==> src/rtl/capture_sequencer_if.sv <==
// capture_sequencer_if: command, config and ready/enable handshake bundle for capture_sequencer.
interface capture_sequencer_if #(
   parameter int DEC_WIDTH = 22,
   parameter int FRAME_W   = 16,
   parameter int TO_W      = 32
);
   logic                 start_i;
   logic                 abort_i;
   logic [DEC_WIDTH-1:0] decimation_code_i;
   logic [FRAME_W-1:0]   num_frames_i;
   logic [TO_W-1:0]      timeout_i;
   logic                 bram_ready_i;
   logic                 dma_ready_i;
   logic                 bram_enable_o;
   logic                 dma_enable_o;
   logic [DEC_WIDTH-1:0] decimation_code_o;
   logic                 busy_o;
   logic                 done_o;
   logic                 fault_o;
   logic [FRAME_W-1:0]   frames_done_o;
   logic [2:0]           state_o;
   modport master (
      output start_i, abort_i, decimation_code_i, num_frames_i, timeout_i, bram_ready_i, dma_ready_i,
      input  bram_enable_o, dma_enable_o, decimation_code_o, busy_o, done_o, fault_o, frames_done_o, state_o
   );
   modport slave (
      input  start_i, abort_i, decimation_code_i, num_frames_i, timeout_i, bram_ready_i, dma_ready_i,
      output bram_enable_o, dma_enable_o, decimation_code_o, busy_o, done_o, fault_o, frames_done_o, state_o
   );
endinterface

==> src/rtl/capture_sequencer.sv <==
// capture_sequencer: runs BRAM fill then DMA drain for a programmed number of frames.
// Define CAPTURE_SEQ_WATCHDOG_EN to add a per-phase watchdog with a sticky FAULT state.
module capture_sequencer #(
   parameter int DEC_WIDTH   = 22,
   parameter int FRAME_W     = 16,
   parameter int TO_W        = 32,
   parameter int SYNC_STAGES = 2
) (
   input logic                clk,
   input logic                rst_n,
   capture_sequencer_if.slave bus
);
   typedef enum logic [2:0] {IDLE = 3'd0, FILL = 3'd1, DRAIN = 3'd2, GAP = 3'd3, FAULT = 3'd4} state_t;
   state_t                 state, state_nx;
   logic [SYNC_STAGES-1:0] bram_sync, dma_sync;
   logic                   bram_q, dma_q, bram_rise, dma_rise;
   logic                   accept, last, done_nx, timeout_hit;
   logic [FRAME_W-1:0]     target;
   assign bram_rise = bram_sync[SYNC_STAGES-1] & ~bram_q;
   assign dma_rise  = dma_sync[SYNC_STAGES-1] & ~dma_q;
   assign accept    = state == IDLE && bus.start_i && !bus.abort_i;
   assign last      = {1'b0, bus.frames_done_o} + (FRAME_W+1)'(1) == {1'b0, target};
   assign bus.bram_enable_o = state == FILL;
   assign bus.dma_enable_o  = state == DRAIN;
   assign bus.busy_o        = state != IDLE;
   assign bus.state_o       = state;
   always_comb begin
      state_nx = state;
      done_nx  = 1'b0;
      case (state)
         IDLE:  if (accept) state_nx = FILL;
         FILL:  if (bram_rise) state_nx = DRAIN;
                else if (timeout_hit) state_nx = FAULT;
         DRAIN: if (dma_rise) begin
                   state_nx = last ? IDLE : GAP;
                   done_nx  = last;
                end else if (timeout_hit) state_nx = FAULT;
         GAP:   state_nx = FILL;
         default: state_nx = state;
      endcase
      // abort outranks any ready edge or timeout seen in the same cycle
      if (bus.abort_i && state != IDLE) begin
         state_nx = IDLE;
         done_nx  = 1'b0;
      end
   end
   always_ff @(posedge clk or negedge rst_n) begin
      if (!rst_n) begin
         state                 <= IDLE;
         bram_sync             <= '0;
         dma_sync              <= '0;
         bram_q                <= 1'b0;
         dma_q                 <= 1'b0;
         target                <= '0;
         bus.decimation_code_o <= '0;
         bus.frames_done_o     <= '0;
         bus.done_o            <= 1'b0;
      end else begin
         state      <= state_nx;
         bram_sync  <= {bram_sync[SYNC_STAGES-2:0], bus.bram_ready_i};
         dma_sync   <= {dma_sync[SYNC_STAGES-2:0], bus.dma_ready_i};
         bram_q     <= bram_sync[SYNC_STAGES-1];
         dma_q      <= dma_sync[SYNC_STAGES-1];
         bus.done_o <= done_nx;
         if (accept) begin
            bus.decimation_code_o <= bus.decimation_code_i;
            target                <= bus.num_frames_i == '0 ? FRAME_W'(1) : bus.num_frames_i;
            bus.frames_done_o     <= '0;
         end else if (state == DRAIN && dma_rise && !bus.abort_i)
            bus.frames_done_o <= &bus.frames_done_o ? bus.frames_done_o : bus.frames_done_o + FRAME_W'(1);
      end
   end
`ifdef CAPTURE_SEQ_WATCHDOG_EN
   logic [TO_W-1:0] wd_cnt;
   assign timeout_hit = bus.timeout_i != '0 && {1'b0, wd_cnt} + (TO_W+1)'(1) == {1'b0, bus.timeout_i};
   always_ff @(posedge clk or negedge rst_n) begin
      if (!rst_n) begin
         wd_cnt      <= '0;
         bus.fault_o <= 1'b0;
      end else begin
         wd_cnt <= state_nx != state ? '0 : wd_cnt + TO_W'(1);
         if (state_nx == FAULT) bus.fault_o <= 1'b1;
         else if (accept) bus.fault_o <= 1'b0;
      end
   end
`else
   logic unused_timeout;
   assign unused_timeout = ^bus.timeout_i;
   assign timeout_hit    = 1'b0;
   assign bus.fault_o    = 1'b0;
`endif
endmodule

==> src/flat_wrapper.sv <==
// flat-port wrapper written by rule: the top's interface ports become plain ports
module capture_sequencer_flat 
#(
   parameter int DEC_WIDTH   = 22,
   parameter int FRAME_W     = 16,
   parameter int TO_W        = 32,
   parameter int SYNC_STAGES = 2
)
  (clk, rst_n, bus_start_i, bus_abort_i, bus_decimation_code_i, bus_num_frames_i, bus_timeout_i, bus_bram_ready_i, bus_dma_ready_i, bus_bram_enable_o, bus_dma_enable_o, bus_decimation_code_o, bus_busy_o, bus_done_o, bus_fault_o, bus_frames_done_o, bus_state_o);
  capture_sequencer_if #(.DEC_WIDTH(DEC_WIDTH), .FRAME_W(FRAME_W), .TO_W(TO_W)) bus_i ();
  input logic clk;
  input logic rst_n;
  input wire logic [$bits(bus_i.start_i)-1:0] bus_start_i;
  input wire logic [$bits(bus_i.abort_i)-1:0] bus_abort_i;
  input wire logic [$bits(bus_i.decimation_code_i)-1:0] bus_decimation_code_i;
  input wire logic [$bits(bus_i.num_frames_i)-1:0] bus_num_frames_i;
  input wire logic [$bits(bus_i.timeout_i)-1:0] bus_timeout_i;
  input wire logic [$bits(bus_i.bram_ready_i)-1:0] bus_bram_ready_i;
  input wire logic [$bits(bus_i.dma_ready_i)-1:0] bus_dma_ready_i;
  output wire logic [$bits(bus_i.bram_enable_o)-1:0] bus_bram_enable_o;
  output wire logic [$bits(bus_i.dma_enable_o)-1:0] bus_dma_enable_o;
  output wire logic [$bits(bus_i.decimation_code_o)-1:0] bus_decimation_code_o;
  output wire logic [$bits(bus_i.busy_o)-1:0] bus_busy_o;
  output wire logic [$bits(bus_i.done_o)-1:0] bus_done_o;
  output wire logic [$bits(bus_i.fault_o)-1:0] bus_fault_o;
  output wire logic [$bits(bus_i.frames_done_o)-1:0] bus_frames_done_o;
  output wire logic [$bits(bus_i.state_o)-1:0] bus_state_o;
  assign bus_i.start_i = bus_start_i;
  assign bus_i.abort_i = bus_abort_i;
  assign bus_i.decimation_code_i = bus_decimation_code_i;
  assign bus_i.num_frames_i = bus_num_frames_i;
  assign bus_i.timeout_i = bus_timeout_i;
  assign bus_i.bram_ready_i = bus_bram_ready_i;
  assign bus_i.dma_ready_i = bus_dma_ready_i;
  assign bus_bram_enable_o = bus_i.bram_enable_o;
  assign bus_dma_enable_o = bus_i.dma_enable_o;
  assign bus_decimation_code_o = bus_i.decimation_code_o;
  assign bus_busy_o = bus_i.busy_o;
  assign bus_done_o = bus_i.done_o;
  assign bus_fault_o = bus_i.fault_o;
  assign bus_frames_done_o = bus_i.frames_done_o;
  assign bus_state_o = bus_i.state_o;
  capture_sequencer #(.DEC_WIDTH(DEC_WIDTH), .FRAME_W(FRAME_W), .TO_W(TO_W), .SYNC_STAGES(SYNC_STAGES)) u_core (.clk(clk), .rst_n(rst_n), .bus(bus_i));
endmodule
==> config.mk <==
export PLATFORM = sky130hd
export DESIGN_NAME = capture_sequencer_flat
export DESIGN_NICKNAME = d
export VERILOG_FILES = /design/src/rtl/capture_sequencer_if.sv /design/src/rtl/capture_sequencer.sv /design/src/flat_wrapper.sv
export SDC_FILE = /design/constraint.sdc
export NUM_CORES = 1
export LEC_CHECK = 0
export BUFFER_PORTS_ARGS = -buffer_cell sky130_fd_sc_hd__buf_2
export CAP_MARGIN = 25
export CORE_MARGIN = 1
export CORE_UTILIZATION = 40
export CTS_CLUSTER_DIAMETER = 200
export CTS_CLUSTER_SIZE = 20
export DETAILED_ROUTE_END_ITERATION = 6
export GPL_ROUTABILITY_DRIVEN = 0
export GPL_TIMING_DRIVEN = 0
export PLACE_DENSITY = 0.68
export SLEW_MARGIN = 40
export SYNTH_ARGS = -nofsm -noshare
export SYNTH_HDL_FRONTEND = slang
export SYNTH_SLANG_ARGS = --single-unit
==> constraint.sdc <==
create_clock -name clk -period 6.3 [get_ports clk]
set_clock_uncertainty 0.1 [all_clocks]
set_input_delay 0.945 -clock clk [delete_from_list [all_inputs] [get_ports clk]]
set_output_delay 0.945 -clock clk [all_outputs]
set_load 0.05 [all_outputs]
# [Word-level counts from Yosys, hierarchy flattened]
# Index checks and enable logic that the tools add are counted.
[totals] ff_bits=64 inputBits=76 out_inout_bits=46 word_cells=50
[classes] add_sub_neg=2 eq_ne=8 muxes=13 n_bitwise=4 reduce_logical=14
[op_table] operator="$mux 16" n=4
[op_table] operator="$add 16x1->17 const B" n=1
[op_table] operator="$eq 17x16->1" n=1
[op_table] operator="$add 16x1->16 const B" n=1
[op_table] operator="$logic_not 16->1" n=1
[op_table] operator="$reduce_and 16->1" n=1
[op_table] operator="$mux 3" n=4
[op_table] operator="$pmux 3 s4" n=1
[op_table] operator="$eq 3x2->1 const B" n=2
[op_table] operator="$ne 3x1->1 const B" n=2
[op_table] operator="$logic_and 1x1->1" n=5
[op_table] operator="$reduce_bool 5->1" n=1
[op_table] operator="$reduce_and 4->1" n=1
[op_table] operator="$eq 3x1->1 const B" n=1
[op_table] operator="$logic_not 3->1" n=1
[op_table] operator="$mux 1" n=3
[op_table] operator="$ne 3x2->1 const B" n=1
[op_table] operator="$reduce_bool 3->1" n=1
[op_table] operator="$and 1x1->1" n=2
[op_table] operator="$mux 2" n=1
[op_table] operator="$ne 2x1->1 const B" n=1
[op_table] operator="$not 1->1" n=2
[op_table] operator="$reduce_and 2->1" n=1
[op_table] operator="$reduce_bool 2->1" n=1
[op_table] operator="$logic_not 1->1" n=1

# [Logic depth before layout (Yosys ltp)]
[depth] depth_word=6 ltp_mapped=9 depth_no_buf=7

# [Worst setup path before layout]
# OpenSTA, ideal clock, no wires.
[synth_timing] path_kind="reg2reg" start="register u_core.state[0] (netlist: u_core.bus.state_o[0])" end="register u_core.bus.decimation_code_o[0]" setup_ns=0.125 t_arrival_ns=2.762 required_ns=6.075 setup_slack_ns=3.313 stages_incl_launch_ff=9 n_path_buf=3 period_less_slack_ns=2.987 path_cell_list="dfrtp_1 -> inv_1 -> ha_1 -> inv_1 -> or2_2 -> clkbuf_1 -> buf_1 -> buf_1 -> mux2_2"
[synth_via] elab_chain_len=3
[synth_rtl] item="start, declared" line_no="capture_sequencer.sv:14" rtl="state_t state, state_nx;"
[synth_rtl] item="start signal, assigned" line_no="capture_sequencer.sv:59" rtl="state <= state_nx;"
[synth_rtl] item="$logic_not 3->1" line_no="capture_sequencer.sv:21" rtl="assign accept = state == IDLE && bus.start_i && !bus.abort_i;"
[synth_rtl] item="$logic_and 1x1->1 (2 in series)" line_no="capture_sequencer.sv:21"
[synth_rtl] item="end signal, assigned" line_no="capture_sequencer.sv:66" rtl="bus.decimation_code_o <= bus.decimation_code_i;"
[synth_rtl] item="end, declared" line_no="capture_sequencer_if.sv:28" rtl="output bram_enable_o, dma_enable_o, decimation_code_o, busy_o, done_o, fault_o, frames_done_o, state_o"
# No other way between the ends.
# A chain may end at the register's enable or synchronous reset.

# [Worst setup path after layout]
[layout_timing] start="register u_core.bus.frames_done_o[1]" end="register u_core.state[0] (netlist: u_core.bus.state_o[0])"
[layout_via] elab_chain_len=6
[layout_rtl] item="start, declared" line_no="capture_sequencer_if.sv:28"
[layout_rtl] item="start signal, assigned" line_no="capture_sequencer.sv:70" rtl="bus.frames_done_o <= &bus.frames_done_o ? bus.frames_done_o : bus.frames_done_o + FRAME_W'(1);"
[layout_rtl] item="$add 16x1->17" line_no="capture_sequencer.sv:22" rtl="assign last = {1'b0, bus.frames_done_o} + (FRAME_W+1)'(1) == {1'b0, target};"
[layout_rtl] item="$eq 17x16->1" line_no="capture_sequencer.sv:22"
[layout_rtl] item="$mux 2" line_no="capture_sequencer.sv:35" rtl="state_nx = last ? IDLE : GAP;"
[layout_rtl] item="$mux 3" line_no="capture_sequencer.sv:34" rtl="DRAIN: if (dma_rise) begin"
[layout_rtl] item="$pmux 3 s4" line_no="capture_sequencer.sv:30" rtl="case (state)"
[layout_rtl] item="$mux 3" line_no="capture_sequencer.sv:42" rtl="if (bus.abort_i && state != IDLE) begin"
# No other way between the ends. The select of a mux whose other input is x is not followed.

==> qor.csv <==
stage,metric,value,unit
outcome,status,finished clean,
finish,post-route cell area,4090,sq um
min_path,worst min path class,reg -> reg,
detailed_routing,via count,2664,
critical_path,reg2reg path depth,8,
timing,Final TNS setup,0,ns
detailed_routing,First-pass DRT Iterations,4,
placement,IO Port Bufs,87,
timing,Tmin final,3.07,ns
critical_path,FF-to-FF setup slack,3.23,ns
critical_path,reg2reg start,u_core.bus.frames_done_o[1],
critical_path,kind of launch point of the worst setup path,flop,
finish,share of layout cells above drive strength 1,40.1,%
detailed_routing,Routed Wire Length,7.42,mm
yosys,leading post-synthesis cells by cell area,"dfrtp_1 48%, mux2_2 13%, o21ai_0 3.6%",
clocking,Root Buffer Master,clkbuf_8,
detailed_routing,met3 wire len,542,um
timing,max_slew headroom,56.7,%
grt,vias in the first global route,2512,
clocking,cts bufs inserted,9,
detailed_routing,DRT antenna net count,0,
timing,max-slew violation count,0,
timing,final clock period utilization by the worst path,48.8,%
yosys,Yosys warnings,0,
critical_path,CP required,6.40,ns
detailed_routing,DRT met1 WL,3.39,mm
detailed_routing,routed wl met2,3.40,mm
placement,dpl hpwl,5.51,mm
critical_path,crit path max-delay cell type,nor4_1,
timing,Max Freq,0.325,GHz
die,starting density of the core,42.1,%
yosys,Yosys top cell area share,47.7,%
timing,hold slack,0.248,ns
critical_path,Max stage delay on crit path,0.62,ns
critical_path,"Critical Path, Cell by Cell",ha_1 -> clkbuf_1 -> nand4_1 -> nor4_1 -> mux2i_1 -> o21ai_0 -> nor4_2 -> o21ai_1,
yosys,Post-Syn Area per Cell,11.0,sq um
detailed_routing,drt wl/cell,14.7,um
die,std cell rows,32,
clocking,clk_lat worst skew,0.34,ns
clocking,post-cts sizing count,0,
yosys,ys async rst share,100,%
critical_path,Crit Path Max Fanout,8,
yosys,ys flop type,dfrtp_1,
critical_path,Worst Setup Path Type,reg -> reg,
clocking,CTS H-tree depth,3,
clocking,clk sinks,63,
finish,most frequent cells in the layout,"92 x buf_2, 63 x dfrtp_1, 38 x mux2_2",
yosys,"flops & latches, synth",63,
clocking,post-CTS setup buffers,0,
clocking,Clock Path Buffers,2,
yosys,Mapped Area,3310,sq um
timing,RSZ-0062 raised after global routing,no,
finish,"leading cell type in the layout, fill and taps excluded",buf_2,
die,Die Span Y,92.9,um
grt,global-route wire length before repair,12.0,mm
clocking,hold-fix buffer count after cts,0,
finish,Ant. Diodes,0,
critical_path,Critical Path Sink,u_core.bus.state_o[0],
detailed_routing,Residual DRC,0,
power_and_ir_drop,Pwr Density,445,nW/um^2
yosys,sequential area share after synthesis,47.7,%
die,Core ar.,7850,sq um
timing,final number of setup-violating endpoints,0,
clocking,CTS tree,done,
grt,antenna violations before repair,0,
placement,Placed Area,3870,sq um
die,chip width,92.9,um
power_and_ir_drop,Power Total,1.82,mW
die,Die ar.,8630,sq um
yosys,dominant cell type by area after synthesis,dfrtp_1,
job,Max-cap violations,0,
detailed_routing,vias per std cell,5.26,
finish,final net count,481,
timing,worst-margin pin slew,0.645,ns
yosys,synth unique cells,59,
critical_path,critical path arrival,3.18,ns
clocking,clock-pin slew on the worst setup and hold paths,0.07,ns
critical_path,reg2reg end,u_core.bus.state_o[0],
timing,"Hold Vio Cnt, Final",0,
critical_path,CP endpoint kind,flop,
finish,Layout area overhead,23.7,%
grt,largest net degree at the start of global routing,64,
yosys,Post-Syn Instances,301,
power_and_ir_drop,Leakage Power,1.87,nW
grt,global-route usage over all layers,17.9,%
detailed_routing,1st-iter DRT viols,175,
yosys,Post-synth EDFFs,0,
die,Ports,122,
power_and_ir_drop,VDD IR max,0.301,mV
grt,GRT overflow,0,
min_path,worst hold start,u_core.bram_sync[0],
critical_path,Crit. Startpoint,u_core.bus.frames_done_o[1],
detailed_routing,top layer in use,met4,
[stage by stage]
stage	setup slack (ns)	instances	util, %
detailed placement	3.27	491	49.4
floorplan	3.31	302	-
global route	3.05	506	52.1
global placement	3.28	491	49.3
finish	3.23	506	52.1
CTS	3.28	506	52.1
[worst min-delay path by stage]
stage               slack, ns  cells after the start                   to
floorplan                0.23                      0  u_core.bram_sync[1]
global placement         0.24                      0   u_core.dma_sync[1]
detailed placement       0.24                      0  u_core.bram_sync[1]
CTS                      0.25                      0  u_core.bram_sync[1]
global route             0.26                      0  u_core.bram_sync[1]
finish                   0.25                      0  u_core.bram_sync[1]
[cells by family (layout without fill, tap and decap cells)]
| family | after synthesis | in the layout | share of synthesized area (%) |
|---|---|---|---|
| muxes | 40 | 40 | 13.6 |
| AOI/OAI and AO/OA | 63 | 63 | 12.3 |
| xor gates and xnor gates | 19 | 19 | 5.26 |
| DFF | 63 | 63 | 47.7 |
| other | 1 | 2 | 0.113 |
| buffers and inverters | 28 | 130 | 4.09 |
| adders and majority gates | 5 | 5 | 1.89 |
| and+or+nand+nor | 82 | 82 | 15.1 |
[worst max-delay path: cells and delay by family, from the launching register on]
family	cells	cell delay [ns]
adders and majority gates	1	0.19
muxes	1	0.31
and+or+nand+nor	3	1.32
buffers and inverters	1	0.29
DFF	1	0.46
AOI/OAI and AO/OA	2	0.26
[cells in the mapped netlist (all sizes together), types with 7 or more instances]
cell type	count
dfrtp	63
a21oi	7
o31ai	8
nand3	12
buf	14
xor2	7
o21ai	26
nor4	7
mux2	38
nand4	8
xnor2	12
nand2	13
nor2	13
inv	10
[cell type report]
cell class	instances	area (sq um)
Multi-Input combinational cell	211	1600
Fill cell	750	3760
Clock inverter	4	70.1
Buffer	18	97.6
Tap cell	102	128
Clock buffer	11	141
Timing Repair Buffer	87	442
Sequential cell	63	1580
Inverter	10	37.5
[sequential cells by signal, indices dropped and copies added, names as in the netlist]
name,cells
u_core.bus.state_o,2
u_core.bram_q,1
u_core.dma_q,1
u_core.target,16
u_core.dma_sync,2
u_core.bus.frames_done_o,16
u_core.bram_sync,2
u_core.bus.done_o,1
u_core.bus.decimation_code_o,22
[layer usage]
metal / vias up / GRT usage (%)
met1: 1267 / 24.7
met5: - / 0
met4: 0 / 6.79
met2: 90 / 27.0
met3: 7 / 4.68
li1: 1300 / -
[power breakdown]
part / switching (mW) / internal, mW / total, mW
registers: 0.0904 / 0.539 / 0.629
logic: 0.525 / 0.281 / 0.806
clock network: 0.153 / 0.230 / 0.383
Note: power is estimated with default switching activity, not from simulation.
